File: config.mk
export PLATFORM = sky130hd
export DESIGN_NAME = riscv_lsu
export DESIGN_NICKNAME = d
export VERILOG_FILES = /design/src/rtl/riscv_lsu.sv
export SDC_FILE = /design/constraint.sdc
export NUM_CORES = 1
export LEC_CHECK = 0
export BUFFER_PORTS_ARGS = -buffer_cell sky130_fd_sc_hd__buf_2
export CAP_MARGIN = 5
export CORE_MARGIN = 3
export CORE_UTILIZATION = 43
export DETAILED_ROUTE_END_ITERATION = 16
export PLACE_DENSITY = 0.82
export SLEW_MARGIN = 10
export SYNTH_ARGS = -nofsm -noshare
export SYNTH_HDL_FRONTEND = slang
export SYNTH_SLANG_ARGS = --single-unit
File: constraint.sdc
create_clock -name clk_i -period 1.42 [get_ports clk_i]
set_input_delay 0 -clock clk_i [delete_from_list [all_inputs] [get_ports clk_i]]
set_output_delay 0 -clock clk_i [all_outputs]
set_load 0.1 [all_outputs]
File: src/rtl/riscv_lsu.sv
// Load-store unit: registers core data requests, drives word-aligned memory accesses with byte enables, and extends load data.
// Optional feature macro: LSU_MISALIGN_TRAP_EN (blocks misaligned H/HU/W accesses and raises core_misalign_o).
module riscv_lsu (
    input  logic        clk_i,
    input  logic        rst_i,
    input  logic        core_req_i,
    input  logic        core_we_i,
    input  logic [2:0]  core_size_i,
    input  logic [31:0] core_addr_i,
    input  logic [31:0] core_wd_i,
    output logic [31:0] core_rd_o,
    output logic        core_stall_o,
    output logic        core_misalign_o,
    output logic        mem_req_o,
    output logic        mem_we_o,
    output logic [3:0]  mem_be_o,
    output logic [31:0] mem_addr_o,
    output logic [31:0] mem_wd_o,
    input  logic [31:0] mem_rd_i,
    input  logic        mem_ready_i
);

    typedef enum logic [0:0] {
        ST_IDLE   = 1'b0,
        ST_ACCESS = 1'b1
    } state_t;

    state_t      state_r;
    logic        mem_req_r;
    logic        mem_we_r;
    logic [3:0]  mem_be_r;
    logic [29:0] word_addr_r;
    logic [31:0] mem_wd_r;
    logic [2:0]  size_r;
    logic [1:0]  off_r;
    logic [31:0] rd_hold_r;

    logic [3:0]  be_s;
    logic [31:0] wd_s;
    logic        misalign_addr_s;
    logic        misalign_s;
    logic        issue_s;
    logic        done_s;
    logic [7:0]  byte_s;
    logic [15:0] half_s;
    logic [31:0] rd_ext_s;

    // Request decode: size[1:0] selects B/H/W, so undefined sizes 3, 6 and 7 fall through to W.
    always_comb begin
        be_s            = 4'b1111;
        wd_s            = core_wd_i;
        misalign_addr_s = 1'b0;
        case (core_size_i[1:0])
            2'b00: begin
                be_s            = 4'b0001 << core_addr_i[1:0];
                wd_s            = {4{core_wd_i[7:0]}};
                misalign_addr_s = 1'b0;
            end
            2'b01: begin
                be_s            = 4'b0011 << {core_addr_i[1], 1'b0};
                wd_s            = {2{core_wd_i[15:0]}};
                misalign_addr_s = core_addr_i[0];
            end
            default: begin
                be_s            = 4'b1111;
                wd_s            = core_wd_i;
                misalign_addr_s = (core_addr_i[1:0] != 2'b00);
            end
        endcase
    end

`ifdef LSU_MISALIGN_TRAP_EN
    assign misalign_s = (state_r == ST_IDLE) & core_req_i & misalign_addr_s;
`else
    logic unused_misalign_s;
    assign unused_misalign_s = misalign_addr_s;
    assign misalign_s        = 1'b0;
`endif

    assign issue_s = (state_r == ST_IDLE) & core_req_i & ~misalign_s;
    assign done_s  = (state_r == ST_ACCESS) & mem_ready_i;

    // Load extraction from the returned word using the offset captured at issue.
    always_comb begin
        case (off_r)
            2'd0:    byte_s = mem_rd_i[7:0];
            2'd1:    byte_s = mem_rd_i[15:8];
            2'd2:    byte_s = mem_rd_i[23:16];
            default: byte_s = mem_rd_i[31:24];
        endcase
        if (off_r[1]) begin
            half_s = mem_rd_i[31:16];
        end else begin
            half_s = mem_rd_i[15:0];
        end
        case (size_r[1:0])
            2'b00:   rd_ext_s = {{24{byte_s[7] & ~size_r[2]}}, byte_s};
            2'b01:   rd_ext_s = {{16{half_s[15] & ~size_r[2]}}, half_s};
            default: rd_ext_s = mem_rd_i;
        endcase
    end

    // Access FSM with capture registers; reset drops any pending response.
    always_ff @(posedge clk_i) begin
        if (rst_i) begin
            state_r     <= ST_IDLE;
            mem_req_r   <= 1'b0;
            mem_we_r    <= 1'b0;
            mem_be_r    <= 4'b0000;
            word_addr_r <= 30'd0;
            mem_wd_r    <= 32'd0;
            size_r      <= 3'd0;
            off_r       <= 2'd0;
            rd_hold_r   <= 32'd0;
        end else begin
            case (state_r)
                ST_IDLE: begin
                    if (issue_s) begin
                        state_r     <= ST_ACCESS;
                        mem_req_r   <= 1'b1;
                        mem_we_r    <= core_we_i;
                        mem_be_r    <= be_s;
                        word_addr_r <= core_addr_i[31:2];
                        mem_wd_r    <= wd_s;
                        size_r      <= core_size_i;
                        off_r       <= core_addr_i[1:0];
                    end else begin
                        state_r <= ST_IDLE;
                    end
                end
                ST_ACCESS: begin
                    if (mem_ready_i) begin
                        state_r   <= ST_IDLE;
                        mem_req_r <= 1'b0;
                        mem_we_r  <= 1'b0;
                        if (!mem_we_r) begin
                            rd_hold_r <= rd_ext_s;
                        end else begin
                            rd_hold_r <= rd_hold_r;
                        end
                    end else begin
                        state_r <= ST_ACCESS;
                    end
                end
                default: begin
                    state_r   <= ST_IDLE;
                    mem_req_r <= 1'b0;
                    mem_we_r  <= 1'b0;
                end
            endcase
        end
    end

    assign mem_req_o       = mem_req_r;
    assign mem_we_o        = mem_we_r;
    assign mem_be_o        = mem_be_r;
    assign mem_addr_o      = {word_addr_r, 2'b00};
    assign mem_wd_o        = mem_wd_r;
    assign core_misalign_o = misalign_s;
    assign core_stall_o    = core_req_i & ~done_s & ~misalign_s;
    assign core_rd_o       = (done_s & ~mem_we_r) ? rd_ext_s : rd_hold_r;

endmodule

==> results.py, run 1 <==
metrics = {
    "pwr": {
        "power_density_nw_per_um2": 1090,
        "p_clk_frac": 0.258,
        "max-vdd-ir-drop_v": 0.000801,
        "seqPwrFrac": 0.316,
        "p_total_mw": 10.4,
        "internal-power_mw": 6.04,
        "p_leak_nw": 3.98,
        "power_switching_mw": 4.32,
        "p_comb_frac": 0.426,
        "power_switching_share": 0.417,
    },
    "floorplanning": {
        "start_util": 0.447,
        "dieWidth_um": 113,
        "io_pins": 208,
        "core.rowCount": 38,
        "die_h_um": 113,
        "core_area_um2": 11000,
        "die_area_um2": 12700,
    },
    "logic_synthesis": {
        "synth_area_um2": 4910,
        "ys_ff_latch": 106,
        "syn-mean-instance-area_um2": 8.00,
        "synthTopCellsByArea": "dfxtp_1 43%, nand2_1 11%, a21oi_1 9.0%",
        "synth-edff-count": 0,
        "yosysSeqAreaShare": 0.432,
        "synth_top_area_cell": "dfxtp_1",
        "yosysUniqueCellTypes": 38,
        "syn_inst": 614,
        "synth_top_area_frac": 0.432,
        "ys.flop_type": "dfxtp_1",
        "yosys_warnings": 0,
        "synth-async-reset-ratio": 0,
    },
    "drt": {
        "routed_via_density": 5.87,
        "wl_per_cell_um": 22.9,
        "drt-total-wl_um": 25200,
        "drc_errors": 0,
        "vias": 6459,
        "firstDrtPassIters": 5,
        "drtIter0Drc": 535,
        "ant_nets": 0,
    },
    "worst_setup_path": {
        "crit_required_ps": 1420,
        "crit_top_cell": "buf_12",
        "cp_top_family": "compound AO/OA/AOI/OAI gates",
        "crit_fanout": 7,
        "crit_chain": "or2_1 -> o22ai_4 -> o31ai_4 -> buf_12 -> buf_16 -> a21oi_4 -> buf_12",
        "end_kind": "primary output",
        "cp.buffers_inverters": 3,
        "r2r_start": "off_r[1]",
        "crit_type": "flip-flop to primary output",
        "cp-start-kind": "flip-flop",
        "worstPathArrival_ps": 2120,
        "max_stage_delay_ps": 350,
        "crit_start": "size_r[0]",
        "slowest_stage": "dfxtp_2",
    },
    "clock_network": {
        "root_buffer": "clkbuf_16",
        "clock-sinks": 106,
        "clk_latency_ps": 350,
        "numCtsBuffers": 9,
        "clkTransAtPathRegs_ps": 80,
        "cts.path.max_buffers": 2,
        "cts_max_level": 3,
        "cts_tree": "done",
    },
    "timing": {
        "fin_ws_ps": -705,
        "holdWs_ps": 8.69,
        "timing.slew.headroom": 0.645,
        "hold_violations": 0,
        "tightest_slew_ps": 533,
        "slew_violations": 0,
        "finalSetupViolCount": 64,
        "min_period_over_period": 1.50,
        "setup_tns_ps": -30320,
        "clock_skew_ps": 7.11,
        "min_period_ps": 2120,
        "grt_setup_unrepaired": "yes",
        "maxClockFrequency_mhz": 471,
    },
    "layout": {
        "areaGrowthSynthToFinish_pct": 93.2,
        "n_antenna_cell": 0,
        "fin_util": 0.864,
        "final_layout_size_suffix_gt1_frac": 0.496,
        "nets": 1060,
        "nFillCells": 506,
    },
    "global_route": {
        "grt-ovfl-total": 0,
        "grt_max_degree": 53,
        "grt_pass1_wl_um": 33400,
        "grt_pass1_vias": 6327,
        "globalRouteTotalUtil": 0.328,
        "antenna_found_initial": 0,
    },
    "status": {
        "violations": "negative setup slack",
        "outcome": "finished with violations",
    },
    "placement": {
        "io_buffer_count": 204,
        "gp_congestion": 0.849,
        "preCtsSetupSlack_ps": -408,
        "dp_hpwl_um": 11800,
    },
    "job": {
        "drv_cap": 0,
    },
    "min_path": {
        "worstHoldStart": "core_wd_i[19]",
        "hold_path.class": "primary input to flip-flop",
    },
}
==> registers in the layout, summed over array words and instances (netlist names) <==
| name | count |
|---|---|
| mem_be_o | 4 |
| mem_req_o | 1 |
| mem_wd_o | 32 |
| mem_we_o | 1 |
| off_r | 2 |
| rd_hold_r | 32 |
| size_r | 3 |
| state_r | 1 |
| word_addr_r | 30 |
==> worst register-to-register path: cells and delay by family (launching register included) <==
kind / cells / cell delay (ps)
compound gates: 2 / 310
buf+inv: 5 / 680
flops: 1 / 370
mux: 1 / 300
simple gates: 1 / 190
==> path summary, 6_finish.rpt <==
path / to / slack [ps] / depth (start not counted)
max: core_rd_o[16] / -700 / 7
min: mem_wd_o[19] / 9 / 3
max reg2reg: rd_hold_r[17] / -540 / 9
min reg2reg: word_addr_r[2] / 450 / 2
==> cell families (layout without fill, tap and decap cells) <==
group | Yosys count | in the layout | synth area share
simple gates | 223 | 223 | 0.191
buf+inv | 65 | 410 | 0.0617
compound gates | 193 | 193 | 0.260
mux | 26 | 26 | 0.0535
other cells | 1 | 3 | 0.000764
flops | 106 | 106 | 0.432
==> timing repair <==
action / 4_1_cts / 5_1_grt
pin swaps: 19 / 17
cloned: 5 / 3
buffers inserted: 14 / 33
endpoints found under the hold margin: 56 / 0
resized for setup: 144 / 68
hold buffers: 52 / 0
setup endpoints to repair: 64 / 67
==> power groups by stage <==
stage          clock network [mW]  registers (mW)  logic [mW]
2_1_floorplan                   0            4.26        1.62
3_3_place_gp                    0            3.31        3.42
3_5_place_dp                    0            3.32        3.45
4_1_cts                      2.64            3.26        3.97
5_1_grt                      2.82            3.29        4.53
6_report                     2.67            3.28        4.41
==> metrics by stage <==
step | area, um2 | cells
global placement | 7200 | 983
detailed placement | 7200 | 983
finish | 9480 | 1101
CTS | 8840 | 1068
floorplan | 5390 | 616
global route | 9480 | 1101
==> cells in the mapped netlist, types with 7 or more instances <==
master    number
a211oi_1      18
a211oi_2      18
a21oi_1       88
a311oi_1      15
buf_2         11
clkbuf_1      32
dfxtp_1      106
inv_1          9
mux2i_1       24
nand2_1      140
nand2b_1      17
nor2_1        46
o21ai_0       29
or3_1          7
==> placed cells by master, fill, tap and decap left out, types with 9 or more instances in the layout <==
master and n:
a211oi_1 12, a211oi_2 22, a21oi_1 56, a21oi_4 27, buf_12 48, buf_2 170
buf_4 82, buf_6 21, clkbuf_16 12, dfxtp_1 101, dlygate4sd3_1 52, mux2i_1 16
nand2_1 140, nand2b_1 9, nor2_1 41, o21ai_0 21
==> final cells by class <==
cell class	count	area [um2]	area share
clock inverter	7	83.8	0.00884
sequential	106	2140	0.225
inverter	9	33.8	0.00356
clock buffer	9	225	0.0237
tap	140	175	0.0185
timing repair buffer	385	3450	0.364
multi-input combinational	445	3380	0.356
==> per-layer routing <==
layer | vias to the layer above | global-route usage | part of all wire
met4 | 0 | 0.167 | 0.068
met1 | 3038 | 0.361 | 0.34
met3 | 131 | 0.0818 | 0.087
li1 | 2811 | - | -
met5 | - | 0 | 0
met2 | 479 | 0.583 | 0.50
No activity file was read; power rests on OpenSTA's default activity.
==> inputs of run 2 (changes only) <==
CELL_PAD_IN_SITES_DETAIL_PLACEMENT = 1   (was unset)
CELL_PAD_IN_SITES_GLOBAL_PLACEMENT = 1   (was unset)
CORE_UTILIZATION = 30   (was 43)
PLACE_DENSITY = 0.81   (was 0.82)
==> run 2 against run 1 <==
Sequential cell count unchanged. Routed wire length up 4.4%. The flow still finishes with violations (negative setup slack). Highest routed layer unchanged. Hold slack better by 9.4 ps. Critical path depth up 1. Total power down 1.5%.
==> results.py, run 2 (synthesis gave the netlist of run 1 again) <==
metrics = {
    "status": {
        "outcome": "finished with violations",
        "violations": "negative setup slack",
    },
    "worst_setup_path": {
        "crit_fanout": 5,
        "end_kind": "primary output",
        "cp-start-kind": "flip-flop",
        "r2r-end": "rd_hold_r[20]",
        "crit_chain": "buf_4 -> buf_12 -> nand4bb_1 -> o211ai_1 -> a221oi_2 -> buf_4 -> nor2_4 -> buf_12",
        "cp_top_family": "buffers and inverters",
        "crit_type": "flip-flop to primary output",
        "rr_worst_depth": 9,
        "r2r_slack_ps": -580,
        "cp.buffers_inverters": 4,
        "max_stage_delay_ps": 390,
        "r2r_start": "off_r[1]",
        "crit_required_ps": 1420,
        "slowest_stage": "dfxtp_4",
        "worstPathArrival_ps": 2120,
    },
    "layout": {
        "final_common_cell": "buf_2",
        "areaGrowthSynthToFinish_pct": 92.9,
        "nFillCells": 1800,
        "fin_util": 0.594,
        "nets": 1064,
        "final_layout_size_suffix_gt1_frac": 0.480,
        "layout_common_cells": "171 x buf_2, 139 x nand2_1, 101 x dfxtp_1",
    },
    "min_path": {
        "worstHoldEndpoint": "mem_wd_o[17]",
        "hold_path.class": "primary input to flip-flop",
        "hold_depth": 3,
        "worstHoldStart": "core_wd_i[17]",
    },
    "timing": {
        "hold_violations": 0,
        "min_period_over_period": 1.50,
        "min_period_ps": 2120,
        "holdWs_ps": 18.1,
        "setup_tns_ps": -33200,
        "fin_ws_ps": -704,
        "finalSetupViolCount": 64,
        "grt_setup_unrepaired": "yes",
        "slew_violations": 0,
        "timing.slew.headroom": 0.658,
        "clock_skew_ps": 9.99,
        "maxClockFrequency_mhz": 471,
        "tightest_slew_ps": 517,
    },
    "clock_network": {
        "clkTransAtPathRegs_ps": 80,
        "cts.path.max_buffers": 2,
        "clk_latency_ps": 350,
        "numCtsBuffers": 9,
        "cts_max_level": 3,
        "cts_tree": "done",
        "root_buffer": "clkbuf_16",
        "clock-sinks": 106,
    },
    "drt": {
        "routed_via_density": 5.21,
        "wl_per_cell_um": 22.2,
        "drtIter0Drc": 289,
        "vias": 6166,
        "firstDrtPassIters": 4,
        "ant_nets": 0,
        "drc_errors": 0,
        "drt-total-wl_um": 26300,
    },
    "global_route": {
        "grt_pass1_wl_um": 37900,
        "grt-ovfl-total": 0,
        "grt_max_degree": 62,
        "grt_pass1_vias": 6737,
        "antenna_found_initial": 4,
        "globalRouteTotalUtil": 0.270,
    },
    "placement": {
        "dp_hpwl_um": 14000,
        "io_buffer_count": 204,
        "gp_congestion": 0.792,
        "preCtsSetupSlack_ps": -387,
    },
    "floorplanning": {
        "die_area_um2": 17900,
        "core_area_um2": 15900,
        "die_h_um": 134,
        "core.rowCount": 46,
        "start_util": 0.308,
        "io_pins": 208,
        "dieWidth_um": 134,
    },
    "pwr": {
        "power_switching_share": 0.420,
        "p_comb_frac": 0.425,
        "max-vdd-ir-drop_v": 0.000553,
        "p_clk_frac": 0.255,
        "p_leak_nw": 3.97,
        "internal-power_mw": 5.92,
        "power_switching_mw": 4.28,
        "power_density_nw_per_um2": 1080,
        "p_total_mw": 10.2,
        "seqPwrFrac": 0.321,
    },
    "job": {
        "drv_cap": 0,
    },
}
==> run 2: cell types whose count changed in the layout (fill, tap and decap cells not counted), sizes merged <==
cell and delta:
clkinvlp -1, clkbuf +2, bufinv -1, dlygate4sd3 +4, bufbuf +1, diode +3
buf -1
==> run 2: worst reg2reg max path: cells and delay by family, from the launching register on <==
| kind | cells | cell delay (ps) |
|---|---|---|
| buffers and inverters | 5 | 630 |
| DFF | 1 | 390 |
| AOI/OAI and AO/OA | 2 | 380 |
| muxes | 1 | 300 |
| and+or+nand+nor | 1 | 190 |
==> run 2: final cells by class <==
class / instances / area (um2) / share of cell area
Clock inverter: 5 / 43.8 / 0.00462
Clock buffer: 11 / 254 / 0.0268
Timing Repair Buffer: 389 / 3490 / 0.368
Multi-Input combinational cell: 445 / 3240 / 0.342
Sequential cell: 106 / 2140 / 0.226
Tap cell: 216 / 270 / 0.0285
Antenna cell: 3 / 7.51 / 0.000793
Inverter: 9 / 33.8 / 0.00357
==> run 2: what timing repair did <==
action / in CTS / in global routing
resized for setup: 165 / 63
cloned: 6 / 3
hold buffers: 56 / 0
setup buffers: 23 / 12
pin swaps: 23 / 11
endpoints found under the setup margin: 64 / 70
endpoints found under the hold margin: 59 / 0
==> run 2: layer usage <==
metal / up-vias / wire length, um / GRT usage / part of all wire
li1: 2823 / - / - / -
met1: 3025 / 9720 / 0.290 / 0.37
met2: 250 / 14000 / 0.492 / 0.53
met3: 68 / 1520 / 0.0683 / 0.058
met4: 0 / 1030 / 0.131 / 0.039
met5: - / 0 / 0 / 0
==> run 2: power groups by stage <==
stage	logic [mW]	registers [mW]	clock network, mW
2_1_floorplan	1.62	4.26	0
3_3_place_gp	3.43	3.31	0
3_5_place_dp	3.47	3.32	0
4_1_cts	4.06	3.26	2.61
5_1_grt	4.48	3.29	2.75
6_report	4.33	3.27	2.60
==> run 2: per-stage QoR <==
| stage | cells | instance area, um2 |
|---|---|---|
| finish | 1184 | 9470 |
| global placement | 1073 | 7300 |
| CTS | 1172 | 9110 |
| floorplan | 616 | 5390 |
| detailed placement | 1073 | 7300 |
| global route | 1184 | 9470 |
==> run 2: worst max-delay path by stage <==
stage               cells after the start       endpoint  slack [ps]  startpoint
floorplan                               5   core_rd_o[1]        -390    mem_we_o
global placement                        6  core_rd_o[17]        -350    off_r[1]
detailed placement                      6  core_rd_o[19]        -390    off_r[1]
CTS                                     7  core_rd_o[26]        -640    off_r[1]
global route                            7  core_rd_o[11]        -740    off_r[0]
finish                                  8   core_rd_o[0]        -700    off_r[1]
